`config.mk`:
```
export PLATFORM = sky130hd
export DESIGN_NAME = lcd_cmd_scheduler
export DESIGN_NICKNAME = d
export VERILOG_FILES = /design/src/rtl/lcd_pkg.sv /design/src/rtl/lcd_cmd_fifo.sv /design/src/rtl/lcd_cmd_scheduler.sv
export SDC_FILE = /design/constraint.sdc
export NUM_CORES = 1
export LEC_CHECK = 0
export CORE_MARGIN = 5
export CORE_UTILIZATION = 54
export DETAILED_ROUTE_END_ITERATION = 8
export GPL_ROUTABILITY_DRIVEN = 1
export GPL_TIMING_DRIVEN = 0
export PLACE_DENSITY = 0.82
export REMOVE_ABC_BUFFERS = 1
export SLEW_MARGIN = 20
export SYNTH_ARGS = -nofsm -noshare
export SYNTH_HDL_FRONTEND = slang
export SYNTH_SLANG_ARGS = --single-unit
```
`constraint.sdc`:
```
create_clock -name clk -period 5.4 [get_ports clk]
set_clock_uncertainty 0.2 [all_clocks]
set_input_delay 0.54 -clock clk [delete_from_list [all_inputs] [get_ports clk]]
set_output_delay 0.54 -clock clk [all_outputs]
set_load 0.1 [all_outputs]
```
`src/rtl/lcd_pkg.sv`:
```
// ---------------------------------------------------------------------------
// lcd_pkg
// Shared definitions for the LCD command scheduler:
//   - command codes understood by the 8x8 image display controller
//   - scheduler FSM state encoding
//   - is_legal_cmd(): true for codes the controller implements
// ---------------------------------------------------------------------------
package lcd_pkg;

    localparam logic [3:0] CMD_WRITE       = 4'd0;
    localparam logic [3:0] CMD_SHIFT_UP    = 4'd1;
    localparam logic [3:0] CMD_SHIFT_DOWN  = 4'd2;
    localparam logic [3:0] CMD_SHIFT_LEFT  = 4'd3;
    localparam logic [3:0] CMD_SHIFT_RIGHT = 4'd4;
    localparam logic [3:0] CMD_MAX         = 4'd5;
    localparam logic [3:0] CMD_MIN         = 4'd6;
    localparam logic [3:0] CMD_AVERAGE     = 4'd7;
    localparam logic [3:0] CMD_CCW         = 4'd8;
    localparam logic [3:0] CMD_CW          = 4'd9;
    localparam logic [3:0] CMD_MIRROR_X    = 4'd10;
    localparam logic [3:0] CMD_MIRROR_Y    = 4'd11;
    localparam logic [3:0] CMD_LAST_LEGAL  = 4'd11;

    typedef enum logic [2:0] {
        BOOT,
        IDLE,
        ISSUE,
        HOLD,
        WAIT,
        WAIT_DONE
    } sched_state_t;

    function automatic logic is_legal_cmd(input logic [3:0] code);
        return (code <= CMD_LAST_LEGAL);
    endfunction

endpackage

```
`src/rtl/lcd_cmd_fifo.sv`:
```
// ---------------------------------------------------------------------------
// lcd_cmd_fifo
// Synchronous FIFO holding pending display commands (first-word fall-through:
// dout always shows the head entry).
// Ports:
//   clk, reset      clock, asynchronous active-high reset
//   push, din       write request and data (ignored when full)
//   pop             read request (ignored when empty)
//   dout            head entry
//   count           current occupancy (0..DEPTH)
//   full, empty     occupancy flags
// ---------------------------------------------------------------------------
module lcd_cmd_fifo #(
    parameter int DEPTH = 4,
    parameter int W     = 4,
    localparam int AW   = $clog2(DEPTH),
    localparam int CW   = AW + 1
) (
    input  logic          clk,
    input  logic          reset,
    input  logic          push,
    input  logic [W-1:0]  din,
    input  logic          pop,
    output logic [W-1:0]  dout,
    output logic [CW-1:0] count,
    output logic          full,
    output logic          empty
);

    logic [W-1:0]  mem [DEPTH];
    logic [AW-1:0] wr_ptr;
    logic [AW-1:0] rd_ptr;
    logic          do_push;
    logic          do_pop;

    assign full    = (count == CW'(DEPTH));
    assign empty   = (count == '0);
    assign do_push = push && !full;
    assign do_pop  = pop && !empty;
    assign dout    = mem[rd_ptr];

    // Storage carries no reset; only pointers and count define validity.
    always_ff @(posedge clk) begin
        if (do_push) begin
            mem[wr_ptr] <= din;
        end
    end

    // DEPTH is a power of two, so the pointers wrap on their own.
    always_ff @(posedge clk or posedge reset) begin
        if (reset) begin
            wr_ptr <= '0;
            rd_ptr <= '0;
            count  <= '0;
        end else begin
            if (do_push) begin
                wr_ptr <= wr_ptr + AW'(1);
            end
            if (do_pop) begin
                rd_ptr <= rd_ptr + AW'(1);
            end
            case ({do_push, do_pop})
                2'b10:   count <= count + CW'(1);
                2'b01:   count <= count - CW'(1);
                default: count <= count;
            endcase
        end
    end

endmodule

```
`src/rtl/lcd_cmd_scheduler.sv`:
```
// ---------------------------------------------------------------------------
// lcd_cmd_scheduler
// Shares the display controller's single command port between two requesters.
// Accepted commands go through a round-robin arbiter into a shared FIFO and
// are issued one at a time over the cmd/cmd_valid/busy handshake.
// Ports:
//   clk, reset                       clock, asynchronous active-high reset
//   req0_valid/req0_cmd/req0_ready   requester 0 (host CPU) command channel
//   req1_valid/req1_cmd/req1_ready   requester 1 (script engine) channel
//   lcd_cmd, lcd_cmd_valid           command and one-cycle issue strobe
//   lcd_busy, lcd_done               controller busy and frame-write done
//   wr_done                          pulse when a Write has completed
//   cmd_err                          pulse one cycle after an illegal code
//   issued_cnt                       commands issued since reset (wraps)
//   fifo_level                       FIFO occupancy
//   idle                             FSM in IDLE with nothing queued
// ---------------------------------------------------------------------------
module lcd_cmd_scheduler
    import lcd_pkg::*;
#(
    parameter int FIFO_DEPTH = 4,
    parameter int ISSUE_GAP  = 1,
    parameter int CNT_W      = 16,
    localparam int LVL_W     = $clog2(FIFO_DEPTH) + 1
) (
    input  logic             clk,
    input  logic             reset,
    input  logic             req0_valid,
    input  logic [3:0]       req0_cmd,
    output logic             req0_ready,
    input  logic             req1_valid,
    input  logic [3:0]       req1_cmd,
    output logic             req1_ready,
    output logic [3:0]       lcd_cmd,
    output logic             lcd_cmd_valid,
    input  logic             lcd_busy,
    input  logic             lcd_done,
    output logic             wr_done,
    output logic             cmd_err,
    output logic [CNT_W-1:0] issued_cnt,
    output logic [LVL_W-1:0] fifo_level,
    output logic             idle
);

    sched_state_t state;
    logic         rr_ptr;
    logic         space;
    logic         take0;
    logic         take1;
    logic         accept;
    logic [3:0]   sel_cmd;
    logic         push;
    logic         pop;
    logic [3:0]   fifo_head;
    logic         fifo_full;
    logic         fifo_empty;
    logic [2:0]   gap_cnt;
    logic         busy_seen;
    logic         last_write;
    logic         done_q;

    // Space is judged on the registered count only, so a pop in the same
    // cycle never opens room for a push. Ready is forced low during reset.
    assign space      = !reset && (fifo_level < LVL_W'(FIFO_DEPTH));
    assign req0_ready = space && (!req1_valid || !rr_ptr);
    assign req1_ready = space && (!req0_valid || rr_ptr);
    assign take0      = req0_valid && req0_ready;
    assign take1      = req1_valid && req1_ready;
    assign accept     = take0 || take1;
    assign sel_cmd    = take1 ? req1_cmd : req0_cmd;
    assign push       = accept && is_legal_cmd(sel_cmd);
    assign pop        = (state == IDLE) && !fifo_empty && !lcd_busy;
    assign idle       = (state == IDLE) && fifo_empty;

    lcd_cmd_fifo #(
        .DEPTH (FIFO_DEPTH),
        .W     (4)
    ) u_fifo (
        .clk   (clk),
        .reset (reset),
        .push  (push),
        .din   (sel_cmd),
        .pop   (pop),
        .dout  (fifo_head),
        .count (fifo_level),
        .full  (fifo_full),
        .empty (fifo_empty)
    );

    // The pointer always moves away from whoever was just granted; illegal
    // codes still complete the handshake, so they also move it.
    always_ff @(posedge clk or posedge reset) begin
        if (reset) begin
            rr_ptr  <= 1'b0;
            cmd_err <= 1'b0;
        end else begin
            if (take0) begin
                rr_ptr <= 1'b1;
            end else if (take1) begin
                rr_ptr <= 1'b0;
            end
            cmd_err <= accept && !is_legal_cmd(sel_cmd);
        end
    end

    // Issue FSM. BOOT sits out the controller's image load (busy seen high,
    // then low). After each issue, HOLD gives the controller ISSUE_GAP cycles
    // to raise busy before WAIT looks at it; a Write instead waits for the
    // rising edge of lcd_done.
    always_ff @(posedge clk or posedge reset) begin
        if (reset) begin
            state         <= BOOT;
            lcd_cmd       <= '0;
            lcd_cmd_valid <= 1'b0;
            issued_cnt    <= '0;
            gap_cnt       <= '0;
            busy_seen     <= 1'b0;
            last_write    <= 1'b0;
            done_q        <= 1'b0;
            wr_done       <= 1'b0;
        end else begin
            lcd_cmd_valid <= 1'b0;
            wr_done       <= 1'b0;
            done_q        <= lcd_done;
            case (state)
                BOOT: begin
                    if (busy_seen && !lcd_busy) begin
                        state <= IDLE;
                    end else if (lcd_busy) begin
                        busy_seen <= 1'b1;
                    end
                end
                IDLE: begin
                    if (pop) begin
                        lcd_cmd       <= fifo_head;
                        lcd_cmd_valid <= 1'b1;
                        issued_cnt    <= issued_cnt + CNT_W'(1);
                        last_write    <= (fifo_head == CMD_WRITE);
                        state         <= ISSUE;
                    end
                end
                ISSUE: begin
                    gap_cnt <= '0;
                    state   <= HOLD;
                end
                HOLD: begin
                    if (gap_cnt == 3'(ISSUE_GAP - 1)) begin
                        state <= WAIT;
                    end else begin
                        gap_cnt <= gap_cnt + 3'd1;
                    end
                end
                WAIT: begin
                    if (last_write) begin
                        state <= WAIT_DONE;
                    end else if (!lcd_busy) begin
                        state <= IDLE;
                    end
                end
                WAIT_DONE: begin
                    if (lcd_done && !done_q) begin
                        wr_done <= 1'b1;
                        state   <= IDLE;
                    end
                end
                default: state <= BOOT;
            endcase
        end
    end

endmodule

```
# ---- Word level (Yosys, flattened, before mapping)
# Memories as Yosys holds them, arrays and structs flattened.
# Cells that the tools add are included.
dict set report totals {
  mem_count 1
  mem_bits_rw 16
  out_inout_bits 29
  register_bits 40
  word_cells 94
}
# memory words width rd rd_clocked_by_memory_dff wr line_no
set mem_list {}
lappend mem_list {u_fifo.mem 4 4 1 0 1 lcd_cmd_fifo.sv:30} ;# logic [W-1:0] mem [DEPTH];
dict set report classes {
  muxes 19
  n_eq_ne 14
  bitwise 1
  n_lt_le_gt_ge 2
  addsub 6
  n_reduce_logical 37
}
# op count
set op_table {}
lappend op_table {{two-way mux 3 bit} 7}
lappend op_table {{case mux 3 bit (6 select lines)} 1}
lappend op_table {{adder 16 x 1 -> 16 bit (second input constant)} 1}
lappend op_table {{logical AND 1 bit} 14}
lappend op_table {{case mux 3 bit (2 select lines)} 2}
lappend op_table {{== test 3 bit (second input constant)} 3}
lappend op_table {{zero test 1 bit} 9}
lappend op_table {{zero test 3 bit} 3}
lappend op_table {{two-way mux 1 bit} 8}
lappend op_table {{!= test 2 bit (second input constant)} 4}
lappend op_table {{adder 3 x 1 -> 3 bit (second input constant)} 2}
lappend op_table {{== test 3 x 2 -> 1 bit (second input constant)} 2}
lappend op_table {{nonzero test 2 bit} 3}
lappend op_table {{AND reduction 5 bit} 1}
lappend op_table {{adder 2 x 1 -> 2 bit (second input constant)} 2}
lappend op_table {{<= comparator 4 bit (second input constant)} 1}
lappend op_table {{zero test 4 bit} 1}
lappend op_table {{two-way mux 4 bit} 1}
lappend op_table {{AND reduction 2 bit} 2}
lappend op_table {{== test 3 x 1 -> 1 bit (second input constant)} 1}
lappend op_table {{logical OR 1 bit} 3}
lappend op_table {{less-than comparator 3 bit (second input constant)} 1}
lappend op_table {{!= test 3 bit (second input constant)} 1}
lappend op_table {{AND reduction 3 bit} 1}
lappend op_table {{5 further kinds} 5}

# ---- Longest topological paths before layout
# Gate-level depths: netlist (run 1).
dict set report logic_depth {
  word_depth 10
  ltp_mapped 11
  ltp_nobuf 10
}

# ---- Cells and area by module
# A second synthesis (run 1) with hierarchy kept.
dict set report hier_totals {
  cells_unflattened 211
  area_unflattened_um2 2596.2
}
# module instances area_each_um2 seq_area_each_um2 cells_per_inst
set by_module_without_submodules {}
lappend by_module_without_submodules {lcd_cmd_scheduler 1 1575.3 825.8 152}
lappend by_module_without_submodules {lcd_cmd_fifo 1 1021.0 655.6 59}

# ---- Least setup slack after synthesis (run 1)
# No wires, ideal clock.
dict set report synth_path {
  path_type {register to register}
  start {reg u_fifo.count[2]}
  end {reg u_fifo.count[2]}
  period_less_slack_ps 4951
  slack_ps 449
  n_path_buf 0
  required_time_ps 5036
  arrival_time_ps 4587
  path_stages_with_launch 11
  path_cell_list {dfrtp_1 > a211oi_1 > nand3_1 > o21ai_1 > inv_1 > ha_1 > inv_1 > fa_1 > xor2_1 > nor2_1 > xor2_1}
}
dict set report synth_via {
  word_cells_on_any_way 24
  cone_classes {add/sub: 2; order compare: 2; eq/ne: 3; mux: 2; reduce/logical: 15}
}
# item line_no
set synth_rtl {}
lappend synth_rtl {{start: declaration} lcd_cmd_fifo.sv:25} ;# output logic [CW-1:0] count,
lappend synth_rtl {{start signal: assignment} lcd_cmd_fifo.sv:63} ;# 2'b10: count <= count + CW'(1);
lappend synth_rtl {{start signal: assignment} lcd_cmd_fifo.sv:64} ;# 2'b01: count <= count - CW'(1);
lappend synth_rtl {{start signal: assignment} lcd_cmd_fifo.sv:65} ;# default: count <= count;
lappend synth_rtl {{less-than comparator 3 bit *} lcd_cmd_scheduler.sv:64} ;# assign space = !reset && (fifo_level < LVL_W'(FIFO_DEPTH));
lappend synth_rtl {{logical AND 1 bit *} lcd_cmd_scheduler.sv:64}
lappend synth_rtl {{logical AND 1 bit *} lcd_cmd_scheduler.sv:65} ;# assign req0_ready = space && (!req1_valid || !rr_ptr);
lappend synth_rtl {{net req0_ready} lcd_cmd_scheduler.sv:30} ;# output logic req0_ready,
lappend synth_rtl {{logical AND 1 bit *} lcd_cmd_scheduler.sv:67} ;# assign take0 = req0_valid && req0_ready;
lappend synth_rtl {{logical OR 1 bit *} lcd_cmd_scheduler.sv:69} ;# assign accept = take0 || take1;
lappend synth_rtl {{logical AND 1 bit *} lcd_cmd_scheduler.sv:71} ;# assign push = accept && is_legal_cmd(sel_cmd);
lappend synth_rtl {{logical AND 1 bit *} lcd_cmd_fifo.sv:38} ;# assign do_push = push && !full;
lappend synth_rtl {{== test 2 x 1 -> 1 bit or == test 2 bit (tied branches)} lcd_cmd_fifo.sv:62} ;# case ({do_push, do_pop})
lappend synth_rtl {{case mux 3 bit (2 select lines) or nonzero test 2 bit (tied branches)} -}
# The timed path passes the listed nets; every way through them passes the cells marked *.
# A chain may end at the register's enable or synchronous reset.

# ---- Final worst setup path (run 1)
dict set report layout_path {
  start {in req1_valid}
  end {out req0_ready}
}
dict set report layout_via {
  elab_chain_cells 3
}
# item line_no
set layout_rtl {}
lappend layout_rtl {{start: declaration} lcd_cmd_scheduler.sv:31} ;# input logic req1_valid,
lappend layout_rtl {{zero test 1 bit} lcd_cmd_scheduler.sv:65}
lappend layout_rtl {{logical OR 1 bit} lcd_cmd_scheduler.sv:65}
lappend layout_rtl {{logical AND 1 bit} lcd_cmd_scheduler.sv:65}
lappend layout_rtl {{end: declaration} lcd_cmd_scheduler.sv:30}
# No other way between the ends.

==> results of run 1 <==
## critical path, stage by stage
cell and delay, ps:
clkdlybuf4s50_1 460, a211oi_1 420, clkdlybuf4s50_1 1210
## layer usage
metal	GRT usage [%]	vias up	share of wire (%)	routed length, um
li1	-	814	-	-
met1	21.5	826	44	2040
met2	27.6	34	50	2330
met3	3.16	7	4.3	198
met4	6.01	0	1.4	63
met5	0	-	0	0
## sequential cells by signal, summed over array words and instances, names as in the netlist
register	flops
done_q	1
last_write	1
u_fifo.count	3
u_fifo.wr_ptr	2
issued_cnt	16
lcd_cmd	4
busy_seen	1
lcd_cmd_valid	1
u_fifo.mem	16
state	3
rr_ptr	1
gap_cnt	3
cmd_err	1
u_fifo.rd_ptr	2
wr_done	1
## logic make-up after synthesis
group | synth area share [%]
buffers and inverters | 3.68
flip-flops | 56.5
XOR/XNOR | 7.59
AND/OR/NAND/NOR | 16.3
multiplexers | 6.40
adder cells (fa/ha/maj) | 4.58
AO/OA/AOI/OAI | 4.92
## stage by stage
stage	cell area (sq um)	cells	power [mW]	worst slack (ps)
final	3210	321	1.73	2020
after global routing	3210	321	1.83	1940
after CTS	3210	321	1.75	2030
after detailed placement	3100	313	1.49	1920
after global placement	3080	312	1.47	2000
after floorplan	2580	203	1.28	450
## synthesized netlist by cell type (2+ instances only)
cell type and instances:
nand2_1 29, and3_1 3, nand4_1 5, and2_1 6
nor3_1 3, nand3_1 5, a22o_1 4, dfrtp_1 40
nor2_1 6, ha_1 8, xor2_1 7, nor2b_1 3
o21ai_0 2, mux2_2 6, nor4_4 2, o21ai_1 2
xnor2_1 12, nor3b_1 3, mux4_2 4, inv_1 13
buf_2 2, buf_6 3, or4_1 2, nand2b_1 3
edfxtp_1 16
## final cells by class
cell class	count	area (sq um)
Sequential cell	56	1480
Tap cell	67	83.8
Fill cell	339	1520
Clock inverter	2	12.5
Timing Repair Buffer	43	440
Inverter	14	52.6
Clock buffer	6	93.8
Multi-Input combinational cell	133	1040
## worst paths after layout
| path | slack (ps) | end | cells past startpoint |
|---|---|---|---|
| min in group asynchronous | 310 | cmd_err$_DFF_PP0_ | 2 |
| setup / recovery | 2020 | req0_ready | 3 |
| hold reg to reg | 270 | issued_cnt[15]$_DFFE_PP0P_ | 1 |
| max in group asynchronous | 4260 | gap_cnt[1]$_DFFE_PP0P_ | 3 |
| hold / removal | 270 | issued_cnt[15]$_DFFE_PP0P_ | 1 |
| setup reg to reg | 2420 | u_fifo.count[2]$_DFFE_PP0P_ | 9 |
## where the power goes
group	leakage (nW)	switching (mW)	internal, mW
Sequential	0.647	0.101	0.535
Clock	0.0523	0.135	0.119
Combinational	0.654	0.601	0.242
==> results.yml, run 1 <==
detailed_routing:
  vias: 1681
  drt-pass1-iter-count: 4
  antenna_left: 0
  routed_wl_um: 4630
  drc: 0
  via_per_inst: 5.24
  drt_iter0_markers: 93
  wl_per_cell_um: 14.4
final_layout:
  layout_common_cells: "clkdlybuf4s50_1, dfrtp_1, nand2_1"
  layout_commonest_cell: "clkdlybuf4s50_1"
  final_nets: 276
  layout-drive-gt1-share_pct: 11.0
  fin_util_pct: 67.9
  area_delta_synth_final_pct: 22.4
  diodes: 0
die:
  die_w_um: 79.7
  die_h_um: 79.7
  coreArea_sq_mm: 0.00472
  placementRows: 25
  start_util_pct: 55.5
  ioPinCount: 43
  die_area_sq_mm: 0.00634
yosys:
  yosysSeqAreaShare_pct: 56.5
  async_flop_share_pct: 71.4
  netlist_area_sq_mm: 0.00262
  syn_inst: 208
  synth_area_leaders: "dfrtp_1, edfxtp_1, nand2_1, xnor2_1, ha_1"
  synth_edf_count: 16
  synth_top_area_share_pct: 38.2
  synth_area_leader_cell: "dfrtp_1"
  synth_seq_cells: 56
  synth_cell_types: 44
  yosys_warnings: 0
  avgSynthCellArea_sq_um: 12.6
  ys.flop_type: "dfrtp_1"
setup_path:
  cp-end-kind: "output pin"
  startpoint: "req1_valid"
  rr_startpoint: "state[1]$_DFFE_PP0P_"
  crit_arrival_ps: 2640
  worstPathRequired_ps: 4660
  crit_type: "in2out"
  path_max_fanout: 3
  cp-start-kind: "input port"
timing:
  relSlewSlack_pct: 34.8
  rsz0062_at_grt: "no"
  period_share_pct: 62.5
  period_minus_slack_ps: 3380
  hold_viol_final: 0
  fmax_mhz: 296
  slew_viol_final: 0
  holdWs_ps: 269
  finalSetupViolations: 0
  fin_tns_setup_ps: 0
  worst_pin_slew_ps: 974
clock_tree:
  cts-buffers-inserted: 5
  cts_setup_buffers: 0
  clk_latency_ps: 310
  cts_tree: "built"
  clk_path_buf_depth: 2
  cts.clk_slew.worst_paths_ps: 100
  root_buffer: "clkbuf_8"
  cts_sinks: 56
  cts-hold-fix-buffers: 0
  cts.repair.resized: 0
  htreeDepth: 2
power_and_ir_drop:
  peakVddDrop_uv: 330
  leakage_nw: 1.35
  power_density_mw_per_mm2: 541
global_route:
  grt_pass1_vias: 1726
  grt-ovfl-total: 0
  gr-usage-all-layers_pct: 16.6
  antenna_found_initial: 0
  grt_max_degree: 36
  grt_pass1_wl_um: 8150
run_status:
  outcome: "finished clean"
place:
  gp_congestion: 0.787
  numPortBuffers: 42
  dp_hpwl_um: 3370
min_path:
  worstHoldPathType: "reg2reg"
  hold_path_startpoint: "issued_cnt[15]$_DFFE_PP0P_"
job:
  max_cap_viol_count: 0
Note: power is estimated with default switching activity, not from simulation.
==> run 2: changes to the inputs <==
--- a/config.mk
+++ b/config.mk
@@ -6,11 +6,11 @@
 export NUM_CORES = 1
 export LEC_CHECK = 0
 export CORE_MARGIN = 5
-export CORE_UTILIZATION = 54
+export CORE_UTILIZATION = 53
 export DETAILED_ROUTE_END_ITERATION = 8
 export GPL_ROUTABILITY_DRIVEN = 1
 export GPL_TIMING_DRIVEN = 0
-export PLACE_DENSITY = 0.82
+export PLACE_DENSITY = 0.8
 export REMOVE_ABC_BUFFERS = 1
 export SLEW_MARGIN = 20
 export SYNTH_ARGS = -nofsm -noshare
==> constraint.sdc (replaced) <==
create_clock -name clk -period 3.5 [get_ports clk]
set_clock_uncertainty 0.2 [all_clocks]
set_input_delay 0.35 -clock clk [delete_from_list [all_inputs] [get_ports clk]]
set_output_delay 0.35 -clock clk [all_outputs]
set_load 0.1 [all_outputs]
==> run 2 against run 1 <==
  * Sequential share of layout area grew 0.14 points
  * Core utilization decreased by 0.66 points
  * Flip-flop and latch count did not move
  * Critical endpoint unchanged
  * Largest cell class unchanged
==> results.yml, run 2 (same netlist as run 1, synthesis figures left out) <==
detailed_routing:
  routed_wl_um: 4420
  via_per_inst: 5.22
  antenna_left: 0
  drc: 0
  drt-pass1-iter-count: 4
  wl_per_cell_um: 13.8
  drt_iter0_markers: 90
  vias: 1670
power_and_ir_drop:
  power_density_mw_per_mm2: 825
  p_int_mw: 1.37
  sw_frac_of_total_pct: 47.9
  switchingPower_mw: 1.26
  peakVddDrop_uv: 444
  leakage_nw: 1.35
  clkPwrFrac_pct: 14.0
  power_frac_seq_pct: 37.3
  p_total_mw: 2.64
  comb_power_share_pct: 48.7
setup_path:
  cpPeakStageDelay_ps: 1230
  crit_chain: "clkdlybuf4s50_1 -> a211oi_1 -> clkdlybuf4s50_1"
  cp-end-kind: "output pin"
  crit_family: "buffers and inverters"
  worstPathRequired_ps: 2950
  cp-start-kind: "input port"
  slowest_stage: "clkdlybuf4s50_1"
  crit_type: "in2out"
  path_max_fanout: 3
  crit_arrival_ps: 2450
  worst-path-buf-inv: 2
  cp_common_cell: "clkdlybuf4s50_1"
clock_tree:
  cts-buffers-inserted: 5
  cts_sinks: 56
  cts.clk_slew.worst_paths_ps: 100
  cts-hold-fix-buffers: 0
  cts_setup_buffers: 0
  htreeDepth: 2
  cts.repair.resized: 0
  cts_tree: "built"
  clk_latency_ps: 300
  root_buffer: "clkbuf_8"
  clk_path_buf_depth: 2
job:
  max_cap_viol_count: 0
run_status:
  outcome: "finished clean"
global_route:
  grt_pass1_wl_um: 7750
  gr-usage-all-layers_pct: 15.6
  grt_max_degree: 36
  grt-ovfl-total: 0
  antenna_found_initial: 0
  grt_pass1_vias: 1697
die:
  die_w_um: 80.3
  die_h_um: 80.3
  start_util_pct: 55.1
  die_area_sq_mm: 0.00645
  placementRows: 25
  coreArea_sq_mm: 0.00475
  ioPinCount: 43
timing:
  holdWs_ps: 109
  fmax_mhz: 334
  period_share_pct: 85.6
  period_minus_slack_ps: 3000
  worst_pin_slew_ps: 994
  rsz0062_at_grt: "no"
  fin_ws_ps: 502
  fin_tns_setup_ps: 0
  relSlewSlack_pct: 33.5
  finalSetupViolations: 0
  slew_viol_final: 0
  hold_viol_final: 0
final_layout:
  fill_cells: 382
  top_regs: "issued_cnt x16, u_fifo.mem x16, lcd_cmd x4"
  area_delta_synth_final_pct: 22.0
  layout_commonest_cell: "clkdlybuf4s50_1"
  multi_input_area_sq_mm: 0.00104
  diodes: 0
  fin_util_pct: 67.2
  regArea_sq_mm: 0.00148
  final_nets: 276
  layout_common_cells: "clkdlybuf4s50_1, dfrtp_1, nand2_1"
  layout-drive-gt1-share_pct: 10.7
place:
  dp_hpwl_um: 3350
  gp_congestion: 0.770
  post-place-ws_ps: 210
  numPortBuffers: 42
min_path:
  worstHoldPathType: "in2async"
==> run 2: cell types whose count changed in the layout (fill, tap and decap cells not counted) <==
cell / before / now
clkbuf_8: 5 / 7
clkinv_2: 1 / 0
clkbuf_16: 1 / 0
clkinvlp_4: 1 / 0
==> run 2: final timing paths <==
kind	from	to	slack, ps	cells after the start
max	req1_valid	req0_ready	500	3
min	reset	u_fifo.count[2]$_DFFE_PP0P_	110	2
max reg2reg	state[1]$_DFFE_PP0P_	u_fifo.count[2]$_DFFE_PP0P_	550	9
min reg2reg	issued_cnt[15]$_DFFE_PP0P_	issued_cnt[15]$_DFFE_PP0P_	270	1
max in group asynchronous	reset	issued_cnt[1]$_DFFE_PP0P_	2570	3
min in group clk	issued_cnt[15]$_DFFE_PP0P_	issued_cnt[15]$_DFFE_PP0P_	270	1
==> run 2: area by class of cell <==
class                           instances  share of cell area [%]
Clock buffer                            7                    3.01
Inverter                               14                    1.64
Multi-Input combinational cell        133                    32.6
Sequential cell                        56                    46.3
Tap cell                               67                    2.62
Timing Repair Buffer                   43                    13.8
==> run 2: routing by layer <==
layer	track usage (%)	vias to the layer above	part of all wire (%)
li1	-	820	-
met5	0	-	0
met3	3.14	9	3.8
met4	6.42	0	2.0
met2	27.1	36	51
met1	18.8	805	43
==> run 2: power by group through the flow <==
stage	clock network, mW	registers (mW)	logic (mW)
after floorplan	0	1.51	0.477
after global placement	0	0.993	1.28
after detailed placement	0	1.00	1.30
after CTS	0.380	0.987	1.30
after global routing	0.401	1.01	1.38
final	0.368	0.983	1.28
==> run 2: metrics by stage <==
stage / area, sq um / cells
finish: 3200 / 320
global route: 3200 / 320
CTS: 3200 / 320
detailed placement: 3100 / 313
global placement: 3080 / 312
floorplan: 2580 / 203
